File: src/rtl/div3_pkg.sv
// Shared types and helpers for the serial divide-by-3 checker.
package div3_pkg;

  // Running remainder of the bits seen so far, modulo 3.
  typedef enum logic [1:0] {
    R0 = 2'd0,
    R1 = 2'd1,
    R2 = 2'd2
  } rem_t;

  // Shift in one bit MSB-first: next = (2*r + b) mod 3.
  function automatic rem_t next_rem(input rem_t r, input logic b);
    rem_t n;
    n = R0;
    case (r)
      R0:      n = b ? R1 : R0;
      R1:      n = b ? R0 : R2;
      R2:      n = b ? R2 : R1;
      default: n = R0;
    endcase
    return n;
  endfunction

endpackage

File: src/rtl/serial_div3.sv
// Serial MSB-first divisibility-by-3 checker with a one-deep result register.
module serial_div3
  import div3_pkg::*;
#(
  parameter int unsigned DATA_W = 8
) (
  input  logic       clk,
  input  logic       rst,
  input  logic       bit_valid,
  input  logic       bit_in,
  input  logic       bit_sof,
  output logic       bit_ready,
  output logic       res_valid,
  input  logic       res_ready,
  output logic       res_div,
  output logic [1:0] res_rem,
  output logic       frame_err
);

  localparam int unsigned CNT_W = $clog2(DATA_W);
  localparam logic [CNT_W-1:0] LAST_IDX = CNT_W'(DATA_W - 1);

  rem_t             state_q, state_d;
  logic [CNT_W-1:0] cnt_q, cnt_d;
  logic             res_valid_q, res_valid_d;
  logic             res_div_q, res_div_d;
  logic [1:0]       res_rem_q, res_rem_d;
  logic             frame_err_q, frame_err_d;

  logic             accept;
  logic [CNT_W-1:0] idx;
  rem_t             base;
  rem_t             step;

  // Stall upstream only while a result is held and not being taken.
  assign bit_ready = ~(res_valid_q & ~res_ready);
  assign accept    = bit_valid & bit_ready;

  // An sof bit always restarts the word at position 0 from R0.
  assign idx  = bit_sof ? '0 : cnt_q;
  assign base = (idx == '0) ? R0 : state_q;
  assign step = next_rem(base, bit_in);

  // State, counter and result registers.
  always_ff @(posedge clk or posedge rst) begin
    if (rst) begin
      state_q     <= R0;
      cnt_q       <= '0;
      res_valid_q <= 1'b0;
      res_div_q   <= 1'b0;
      res_rem_q   <= 2'd0;
      frame_err_q <= 1'b0;
    end else begin
      state_q     <= state_d;
      cnt_q       <= cnt_d;
      res_valid_q <= res_valid_d;
      res_div_q   <= res_div_d;
      res_rem_q   <= res_rem_d;
      frame_err_q <= frame_err_d;
    end
  end

  // Next-state: step the remainder FSM, count bits, publish on the last bit.
  always_comb begin
    state_d     = state_q;
    cnt_d       = cnt_q;
    res_valid_d = res_valid_q;
    res_div_d   = res_div_q;
    res_rem_d   = res_rem_q;
    frame_err_d = 1'b0;

    if (res_valid_q & res_ready) begin
      res_valid_d = 1'b0;
    end

    if (accept) begin
      frame_err_d = bit_sof & (cnt_q != '0);
      if (idx == LAST_IDX) begin
        res_valid_d = 1'b1;
        res_rem_d   = 2'(step);
        res_div_d   = (step == R0);
        state_d     = R0;
        cnt_d       = '0;
      end else begin
        state_d = step;
        cnt_d   = idx + CNT_W'(1);
      end
    end
  end

  assign res_valid = res_valid_q;
  assign res_div   = res_div_q;
  assign res_rem   = res_rem_q;
  assign frame_err = frame_err_q;

endmodule

File: config.mk
export PLATFORM = sky130hd
export DESIGN_NAME = serial_div3
export DESIGN_NICKNAME = d
export VERILOG_FILES = /design/src/rtl/div3_pkg.sv /design/src/rtl/serial_div3.sv
export SDC_FILE = /design/constraint.sdc
export NUM_CORES = 1
export LEC_CHECK = 0
export BUFFER_PORTS_ARGS = -buffer_cell sky130_fd_sc_hd__buf_2
export CAP_MARGIN = 20
export CORE_UTILIZATION = 30
export DETAILED_ROUTE_END_ITERATION = 12
export GPL_TIMING_DRIVEN = 0
export RECOVER_POWER = 25
export REMOVE_ABC_BUFFERS = 1
export SYNTH_ARGS = -nofsm -noshare
export SYNTH_HDL_FRONTEND = slang
export SYNTH_SLANG_ARGS = --single-unit
File: constraint.sdc
create_clock -name clk -period 2.1 [get_ports clk]
set_input_delay 0.105 -clock clk [delete_from_list [all_inputs] [get_ports clk]]
set_output_delay 0.105 -clock clk [all_outputs]
set_load 0.05 [all_outputs]
==> impl_metrics.yaml <==
timing:
  tns_ns: 0
  period_share: 0.8030
  period_needed_ns: 1.686
  timing.fmax_mhz: 593.0
  worst_pin_slew_ns: 0.3879
  relSlewSlack: 0.7411
  setup_viol_count_final: 0
  report.final.slew_viol_count: 0
  hold_viol_final: 0
  skew_ns: 0.003599
  rsz0062_at_grt: "no"
route:
  final_antenna_net_count: 0
  routedWlPerCell_microns: 11.16
  vias_per_cell: 4.861
  routed_wl_microns: 882
  drc: 0
  vias: 384
  drtIter0Drc: 3
  drtPass1Iterations: 6
pwr:
  leakagePower_uw: 0.0003411
  p_per_area_mw_per_mm2: 743.9
  vdd_drop_max_v: 0.0002535
  report.power.total_uw: 470.9
placed_design:
  dp_hpwl_microns: 676.8
  gp_congestion: 0.7107
  place_area_sq_um: 600.6
  portBuffers: 11
final_layout:
  seq_area_sq_um: 250.2
  drive_gt1_frac: 0.3333
  design_area_sq_um: 633.1
  syn_to_final_growth_pct: 20.48
  multiInputGateArea_sq_um: 256.5
  fin_nets: 74
  num_antenna_cells: 0
  n_fill_cell: 165
clock_network:
  clockBufferDepth: 2
  tritoncts: "done"
  cts_made_buffers: 3
  cts.sinks: 10
  cts_resized: 0
  cts_hold_buf: 1
  clkTransAtPathRegs_ns: 0.07
  postCtsSetupRepairBufs: 0
  cts-root-buf: "clkbuf_4"
  clk_latency_ns: 0.27
  h-tree-depth: 1
yosys:
  ys_top_cells_by_count: "10 x dfrtp_1, 6 x nand2_1, 5 x inv_1"
  ys.flop_type: "dfrtp_1"
  syn_area_sq_um: 525.5
  yosys.cell_count.top_type: "dfrtp_1"
  ys_warn_count: 0
  synth-seq-cells: 10
  syn_inst: 48
  avgSynthCellArea_sq_um: 10.95
  async_flop_share: 1.000
  synthDistinctLibCells: 22
  yosysTopAreaCellShare: 0.4762
  yosysSeqAreaShare: 0.4762
  yosys-top-cells-area: "dfrtp_1 48%, ha_1 7.1%, mux2_2 4.3%, nand2_1 4.3%, inv_1 3.6%"
  synth_edf_count: 0
  yosys.area.top_type: "dfrtp_1"
outcome:
  status: "complete, no violations"
worst_setup_path:
  cp-end-kind: "register"
  crit_path_start_kind: "register"
  max_stage_delay_ns: 0.36
  crit_slowest_cell: "dfrtp_1"
  required_ns: 2.26
  critPathKind: "reg2reg"
  path_cells: "nor2b_1 > inv_1 > ha_1 > a2111oi_2 > a211oi_2 > a22o_1"
  cp.arrival_ns: 1.84
  path_max_fanout: 3
global_routing:
  grt_max_degree: 11
  grt_pass1_vias: 366
  grtUsageTotal: 0.1200
  overflow: 0
  use_met2: 0.1493
  grt_pass1_wl_mm: 1.628
  antenna_found_initial: 0
  top_usage_layer: "met1"
  met3_usage: 0.02500
  globalRouteMet1Util: 0.1697
floorplan:
  rows: 14
  die_area_sq_mm: 0.001923
  initial_core_util: 0.3333
  ioPinCount: 12
  core_area_sq_mm: 0.001577
  chipHeight_microns: 43.86
  die_w_microns: 43.86
worst_hold_path:
  min_path_type: "in2reg"
flow_run:
  drv_cap: 0
[power by group]
part,total [uW],switching (uW),internal [uW]
registers,233,19.0,214
clock network,133,67.0,66.3
logic,105,61.2,43.8
total,471,147,324
[routing by layer]
layer  routed length [microns]  vias up
met5                         0        -
met1                       476      175
met3                        24        2
li1                          -      197
met2                       361       10
met4                        19        0
[critical path, delay by kind of cell, from the launching register on]
kind / cells / cell delay [ns]
AND/OR/NAND/NOR: 1 / 0.24
buffers and inverters: 1 / 0.07
adder cells (fa/ha/maj): 1 / 0.24
flip-flops: 1 / 0.36
AO/OA/AOI/OAI: 3 / 0.67
[worst paths after layout]
kind,startpoint,to,slack [ns],cells past startpoint
setup / recovery,cnt_q[0],res_div,0.41,6
hold / removal,bit_valid,res_valid,0.08,3
setup reg to reg,cnt_q[0],res_div,0.41,6
hold reg to reg,res_rem[0],res_rem[0],0.48,2
max in group asynchronous,rst,res_div,1.47,3
min in group asynchronous,rst,res_valid,0.36,3
[sequential cells by signal, summed over array words and instances (netlist names)]
signal	flops
frame_err	1
res_rem	2
cnt_q	3
res_div	1
res_valid	1
state_q	2
[kinds of logic (layout without fill, tap and decap cells)]
| group | after synthesis | after routing | synth area share |
|---|---|---|---|
| adders and majority gates | 3 | 3 | 0.07144 |
| muxes | 3 | 3 | 0.06428 |
| AOI/OAI and AO/OA | 9 | 9 | 0.1666 |
| DFF | 10 | 10 | 0.4762 |
| and+or+nand+nor | 18 | 18 | 0.1857 |
| buffers and inverters | 5 | 20 | 0.03572 |
[final cells by class]
cell class              count  area share
flip-flops and latches     10      0.3953
multi-input cells          33      0.4051
repair buffers             12      0.1028
well taps                  16     0.03162
clock buffers               3     0.03557
inverters                   5     0.02964
[metrics by stage]
stage	instances	worst slack, ns	utilization	hold WS, ns
detailed placement	75	0.4159	0.3810	0.1062
global route	79	0.2585	0.4016	0.08744
floorplan	48	0.1871	-	-0.05482
global placement	75	0.4354	0.3810	0.09970
CTS	79	0.4015	0.4016	0.07533
finish	79	0.4136	0.4016	0.07581
[cells in the final DEF, fill, tap and decap left out, drive strengths merged]
cell,count
buf,11
mux2,3
a22oi,1
inv,5
nand3,1
nor2,4
nor2b,1
dlygate4sd3,1
or3b,1
a2111oi,1
nand2,6
ha,3
nand3b,1
a211oi,1
o21ai,2
o31ai,2
and3,1
dfrtp,10
clkbuf,3
nand2b,3
a22o,2
(Power assumes the default switching activity.)
